[src/rtl/lane_vreg_access_seq.sv]
// Per-lane vector register access sequencer: turns one vector command
// into a stream of element requests toward one crossbar port.
package lane_vreg_pkg;
  localparam int VREG_DEPTH = 64;
  localparam int VREG_WIDTH = 32;
  localparam int NUM_VREG   = 8;
  localparam int AW = $clog2(VREG_DEPTH);
  localparam int RW = $clog2(NUM_VREG);

  typedef enum logic {
    READ_REQ  = 1'b0,
    WRITE_REQ = 1'b1
  } access_t;

  typedef struct packed {
    logic                  vld;
    logic [RW-1:0]         vec_reg_ptr;
    logic [AW-1:0]         addr;
    access_t               access_type;
    logic [AW:0]           access_length;
    logic [VREG_WIDTH-1:0] data;
  } cntrl_req_t;
endpackage

module lane_vreg_access_seq
  import lane_vreg_pkg::*;
(
  input  logic                  clk,
  input  logic                  reset,
  input  logic                  cmd_vld,
  output logic                  cmd_rdy,
  input  logic                  cmd_write,
  input  logic [RW-1:0]         cmd_vreg,
  input  logic [AW-1:0]         cmd_base,
  input  logic [AW:0]           cmd_len,
  input  logic                  wr_vld,
  input  logic [VREG_WIDTH-1:0] wr_data,
  output logic                  wr_rdy,
  output cntrl_req_t            req_out,
  input  logic                  req_grant,
  input  logic                  rsp_vld,
  input  logic [VREG_WIDTH-1:0] rd_data,
  output logic                  rd_out_vld,
  output logic [AW-1:0]         rd_out_idx,
  output logic [VREG_WIDTH-1:0] rd_out_data,
  output logic                  done
);

  typedef enum logic [1:0] {
    IDLE,
    ISSUE,
    DRAIN,
    DONE
  } state_t;

  localparam logic [AW:0] ONE = (AW+1)'(1);

  state_t                state, state_n;
  logic                  wr_q;
  logic [RW-1:0]         vreg_q;
  logic [AW-1:0]         base_q;
  logic [AW:0]           len_q;
  logic [AW:0]           issue_cnt;
  logic [AW:0]           issue_inc;
  logic [AW:0]           rsp_cnt;
  logic [AW:0]           rsp_cnt_n;
  logic                  hold_vld;
  logic [VREG_WIDTH-1:0] hold_data;
  logic                  accept;
  logic                  req_vld;
  logic                  fire;
  logic                  last_fire;
  logic                  take;
  logic                  rsp_ok;

  assign cmd_rdy   = (state == IDLE) && !reset;
  assign accept    = cmd_vld && cmd_rdy;
  assign req_vld   = (state == ISSUE) && (!wr_q || hold_vld);
  assign fire      = req_vld && req_grant;
  assign issue_inc = issue_cnt + ONE;
  assign last_fire = fire && (issue_inc == len_q);
  assign rsp_ok    = rsp_vld && ((state == ISSUE) || (state == DRAIN));
  assign rsp_cnt_n = rsp_cnt + {{AW{1'b0}}, rsp_ok};

  // Refill the holding reg in the same cycle it is granted away.
  assign wr_rdy = (state == ISSUE) && wr_q &&
                  (hold_vld ? (fire && !last_fire)
                            : (issue_cnt < len_q));
  assign take   = wr_vld && wr_rdy;

  always_comb begin
    req_out = '0;
    if (req_vld) begin
      req_out.vld           = 1'b1;
      req_out.vec_reg_ptr   = vreg_q;
      req_out.addr          = base_q + issue_cnt[AW-1:0];
      req_out.access_type   = wr_q ? WRITE_REQ : READ_REQ;
      req_out.access_length = len_q - issue_cnt;
      req_out.data          = wr_q ? hold_data : '0;
    end
  end

  always_comb begin
    state_n = state;
    unique case (state)
      IDLE: begin
        if (accept)
          state_n = (cmd_len == '0) ? DONE : ISSUE;
      end
      ISSUE: begin
        if (last_fire)
          state_n = DRAIN;
      end
      DRAIN: begin
        if (rsp_cnt_n == len_q)
          state_n = DONE;
      end
      DONE:    state_n = IDLE;
      default: state_n = IDLE;
    endcase
  end

  always_ff @(posedge clk) begin
    if (reset) state <= IDLE;
    else       state <= state_n;
  end

  always_ff @(posedge clk) begin
    if (reset) begin
      wr_q        <= 1'b0;
      vreg_q      <= '0;
      base_q      <= '0;
      len_q       <= '0;
      issue_cnt   <= '0;
      rsp_cnt     <= '0;
      hold_vld    <= 1'b0;
      hold_data   <= '0;
      rd_out_vld  <= 1'b0;
      rd_out_idx  <= '0;
      rd_out_data <= '0;
      done        <= 1'b0;
    end else begin
      done       <= (state == DONE);
      rd_out_vld <= 1'b0;
      if (accept) begin
        wr_q      <= cmd_write;
        vreg_q    <= cmd_vreg;
        base_q    <= cmd_base;
        len_q     <= cmd_len;
        issue_cnt <= '0;
        rsp_cnt   <= '0;
        hold_vld  <= 1'b0;
      end
      if (fire)
        issue_cnt <= issue_inc;
      if (take) begin
        hold_vld  <= 1'b1;
        hold_data <= wr_data;
      end else if (fire) begin
        hold_vld  <= 1'b0;
      end
      if (rsp_ok) begin
        rsp_cnt <= rsp_cnt_n;
        if (!wr_q) begin
          rd_out_vld  <= 1'b1;
          rd_out_idx  <= rsp_cnt[AW-1:0];
          rd_out_data <= rd_data;
        end
      end
    end
  end

endmodule

[config.mk]
export PLATFORM = sky130hd
export DESIGN_NAME = lane_vreg_access_seq
export DESIGN_NICKNAME = d
export VERILOG_FILES = /design/src/rtl/lane_vreg_access_seq.sv
export SDC_FILE = /design/constraint.sdc
export NUM_CORES = 1
export LEC_CHECK = 0
export BUFFER_PORTS_ARGS = -buffer_cell sky130_fd_sc_hd__buf_2
export CORE_ASPECT_RATIO = 1.2
export CORE_MARGIN = 2
export CORE_UTILIZATION = 55
export DETAILED_ROUTE_END_ITERATION = 6
export HOLD_SLACK_MARGIN = 0.12
export PLACE_DENSITY = 0.86
export SLEW_MARGIN = 25
export SYNTH_ARGS = -nofsm -noshare
export SYNTH_HDL_FRONTEND = slang
export SYNTH_SLANG_ARGS = --single-unit
[constraint.sdc]
create_clock -name clk -period 4.32 [get_ports clk]
set_input_delay 0.432 -clock clk [delete_from_list [all_inputs] [get_ports clk]]
set_output_delay 0.432 -clock clk [all_outputs]
set_load 0.05 [all_outputs]
**Word level (Yosys, flattened, before mapping)**

Cells that the tools add are included.

- Register bits after elaboration: 106
- Output and inout port bits: 92
- Logic and storage cells: 67

- Add/sub/neg operators: 4
- Order comparisons: 1
- Equality and inequality tests: 8
- Muxes and demuxes: 16
- Bitwise operators: 2
- Reductions and logical operators: 23

Operators with widths:

| kind | count |
|---|---|
| 50-bit 2-to-1 mux | 1 |
| 32-bit 2-to-1 mux | 1 |
| 7-bit 2-to-1 mux | 3 |
| 7-bit == test | 2 |
| 1-bit logical AND | 10 |
| 2-bit 2-to-1 mux | 4 |
| 2-bit one-hot mux with 4 select lines | 1 |
| 7-bit by 1-bit adder with 7-bit output | 1 |
| 7-bit by 1-bit adder with 7-bit output (second input constant) | 1 |
| 7-bit logical NOT | 1 |
| 7-bit less-than comparator | 1 |
| 7-bit subtractor | 1 |
| 6-bit adder | 1 |
| 1-bit 2-to-1 mux | 6 |
| 2-bit == test (second input constant) | 2 |
| 2-bit inequality test (second input constant) | 2 |
| 2-bit nonzero test | 2 |
| 1-bit logical NOT | 3 |
| 3-bit AND reduction | 1 |
| 3-bit nonzero test | 1 |
| 2-bit by 1-bit == test with 1-bit output (second input constant) | 1 |
| 2-bit logical NOT | 1 |
| 1-bit logical OR | 2 |
| 2-bit by 1-bit inequality test with 1-bit output (second input constant) | 1 |
| 3 further kinds | 4 |

**Longest topological paths before layout**

- Depth after elaboration: 11
- Depth in mapped cells: 12

**Worst setup path after synthesis**

OpenSTA, ideal clock, no wires.

- Kind: flip-flop to output port
- Start point: register len_q[0]
- End point: output port req_out[38] (netlist bit)
- Data arrival time: 2.626 ns
- Data required time: 3.888 ns
- Path slack: 1.262 ns
- Cell stages (with the launch flop): 10
- Cell sequence: dfxtp_1 inv_1 ha_1 fa_1 nor2b_1 o21ai_0 a21oi_1 o21ai_0 nor3b_1 nor3_1

RTL lines:

| element | line | source |
|---|---|---|
| start: declaration | 62 | `logic [AW:0] len_q;` |
| start signal: assignment | 149 | `len_q <= cmd_len;` |
| end: declaration | 39 | `output cntrl_req_t req_out,` |

**Final worst setup path**

- Start point: register state[0]
- End point: register state[1]

- Word-level cells in the longest chain between the ends: 7
- Elaborated cells between the ends (all ways): 18

RTL lines:

| element | line | source |
|---|---|---|
| start: declaration | 58 | `state_t state, state_n;` |
| start signal: assignment | 125 | `else state <= state_n;` |
| 2-bit by 1-bit == test with 1-bit output or 2-bit == test (tied branches) | 78, 82, 105 |  |
| 1-bit logical OR | 82 | `assign rsp_ok = rsp_vld && ((state == ISSUE) \|\| (state == DRAIN));` |
| 1-bit logical AND | 82 |  |
| 7-bit by 1-bit adder with 7-bit output | 83 | `assign rsp_cnt_n = rsp_cnt + {{AW{1'b0}}, rsp_ok};` |
| 7-bit == test | 115 | `if (rsp_cnt_n == len_q)` |
| 2-bit by 1-bit inequality test with 1-bit output (no line) | -- |  |
| 3-bit AND reduction (no line) | -- |  |

Several ways; a longest one is shown, not always the timed one.
A chain may end at the register's enable or synchronous reset.

==> impl_metrics.ini <==
[status]
status = completed

[detailed_routing]
dr.pass1.iters = 5
avgRoutedWirePerCell_um = 14.0
viasPerCell = 5.30
drt-initial-drc-count = 205
drt-total-wl_um = 13300
drc = 0
vias = 5028
ant_nets = 0

[global_routing]
grt.overflow.total = 0
grt_max_degree = 80
grt_antenna_before_repair = 0
track_usage = 0.249
grt_pass1_wl_um = 21100
grt_pass1_vias = 4756

[clock_network]
cts_hold_buf = 0
cts_tree = yes
cts.path.max_buffers = 2
ctsResizeCount = 0
cts.clk_slew.worst_paths_ps = 70
htreeDepth = 3
clock_sinks = 106
ctsRootBufferMaster = clkbuf_16
cts_buffers = 9
clk_latency_ps = 340
post_cts.repair.setup_buffers = 0

[setup_path]
reg2reg_depth = 12
crit_type = register to register
rrSetupSlack_ps = 1130
r2r-end = state[1]
startpoint_type = register
reg2reg_from = state[0]
setup.worst_path.end_class = register
arrival_ps = 3430
crit_fanout = 15
required_ps = 4550
crit_start = state[0]

[timing]
slew_headroom = 0.472
hold_viol = 0
rsz0062_at_grt = false
slew_viol_final = 0
tns_ps = 0
worst_clock_skew_ps = 5.87
period_share = 0.739
fmax_mhz = 313
final-setup-viol-count = 0
worst_pin_slew_ps = 789
period_minus_slack_ps = 3190

[floorplan]
fp-row-count = 39
core_mm2 = 0.00942
start_util = 0.560
fp.dieW_um = 93.4
io_pins = 179
fp.dieH_um = 111
die-area_mm2 = 0.0104

[placed_design]
dp_hpwl_um = 9540
dpl.cell_count = 933
numPortBuffers = 178
gp_congestion = 0.881

[cells_and_area]
stdcell_count = 948
multi_input_area_mm2 = 0.00288
final_cell_mix = 186 x nand2_1, 178 x buf_2, 106 x dfxtp_1
drive_gt1_frac = 0.251
syn2layout_area_growth_pct = 23.5
post-route-util = 0.692
final_common_cell = nand2_1
diodes = 0
register_area_mm2 = 0.00212
layout.nets = 932
fill_cells = 768

[yosys]
ys_seq_area_frac = 0.402
yosysWarnings = 0
synth_cell_types = 48
syn_area_per_cell_um2 = 7.90
syn-cell-area_mm2 = 0.00528
syn_nets = 779
synth_edf_count = 0
synth_ff_type = dfxtp_1
syn-instance-count = 668
synth_async_sr_flop_share = 0
ys_ff_latch = 106

[worst_hold_path]
hold_depth = 3
hp-class = primary input to register
worstHoldStart = cmd_base[0]
min_to = base_q[0]

[power]
power_density_mw_per_mm2 = 518
p_leak_nw = 3.03
vdd_drop_max_uv = 332

[run]
cap_violations = 0
## synthesized netlist by cell type (3+ instances only)
cell type / number / area [um2]
a21o_1: 3 / 22.5
a21oi_1: 57 / 285
a22oi_1: 4 / 30.0
and2_1: 38 / 238
and3_1: 7 / 43.8
buf_1: 3 / 11.3
buf_6: 4 / 45.0
clkbuf_1: 32 / 120
dfxtp_1: 106 / 2120
ha_1: 22 / 275
inv_1: 23 / 86.3
mux2i_1: 32 / 320
nand2_1: 187 / 702
nand3_1: 25 / 125
nor2_1: 31 / 116
nor2b_1: 4 / 25.0
nor3_1: 10 / 50.1
nor3b_1: 3 / 22.5
nor4_1: 4 / 25.0
o211ai_1: 4 / 30.0
o21ai_0: 14 / 70.1
o31ai_1: 3 / 22.5
xnor2_1: 14 / 123
xor2_1: 10 / 87.6
## registers in the layout, summed over array words and instances, names as in the netlist, 2 cells and up
name         cells
state            2
vreg_q           3
issue_cnt        7
hold_data       32
rsp_cnt          7
rd_out_data     32
rd_out_idx       6
base_q           6
len_q            7
## how the worst max path moves through the flow
stage	cells past startpoint	end	slack (ps)
after floorplan	9	req_out[38]	1260
after global placement	12	state[1]	1460
after detailed placement	12	state[1]	1220
after CTS	12	state[1]	1180
after global routing	12	state[1]	860
final	12	state[1]	1130
## cell families after synthesis
| group | after synthesis | share of synthesized area |
|---|---|---|
| compound gates | 99 | 0.111 |
| xor+xnor | 25 | 0.0429 |
| fa+ha+maj | 24 | 0.0598 |
| buf+inv | 66 | 0.0538 |
| flops | 106 | 0.402 |
| mux | 33 | 0.0629 |
| simple gates | 315 | 0.268 |
## through the flow
| step | power, mW | cell area (um2) | worst slack (ps) | hold WS [ps] |
|---|---|---|---|---|
| after floorplan | 2.17 | 5280 | 1260 | 429 |
| after global placement | 2.42 | 6180 | 1460 | 437 |
| after detailed placement | 2.47 | 6180 | 1220 | 442 |
| after CTS | 3.39 | 6520 | 1180 | 262 |
| after global routing | 3.55 | 6520 | 858 | 264 |
| final | 3.37 | 6520 | 1130 | 276 |
## per-layer routing
| layer | global-route usage | wire length [um] |
|---|---|---|
| met2 | 0.450 | 6800 |
| met4 | 0.0961 | 271 |
| met3 | 0.0462 | 858 |
| met5 | 0 | 0 |
| met1 | 0.285 | 5340 |
## cell type report
| class | instances | share of cell area |
|---|---|---|
| Sequential cell | 106 | 0.326 |
| Clock buffer | 11 | 0.0357 |
| Multi-Input combinational cell | 496 | 0.442 |
| Inverter | 24 | 0.0138 |
| Timing Repair Buffer | 184 | 0.144 |
| Tap cell | 123 | 0.0236 |
| Clock inverter | 4 | 0.0152 |
## power breakdown
| group | switching (mW) | total, mW | internal, mW |
|---|---|---|---|
| Clock | 0.349 | 0.915 | 0.566 |
| Sequential | 0.0829 | 1.17 | 1.09 |
| Combinational | 0.913 | 1.29 | 0.373 |
| Total | 1.34 | 3.37 | 2.03 |
## worst max-delay path, stage by stage, from the launching register on
cell,delay [ps]
dfxtp_1,390
inv_1,110
ha_1,330
nand2_1,350
inv_1,200
ha_1,250
ha_1,240
and3_1,210
and3_1,210
xnor2_1,160
a41o_1,230
a21oi_1,90
a311oi_1,310
No activity file was read; power rests on OpenSTA's default activity.
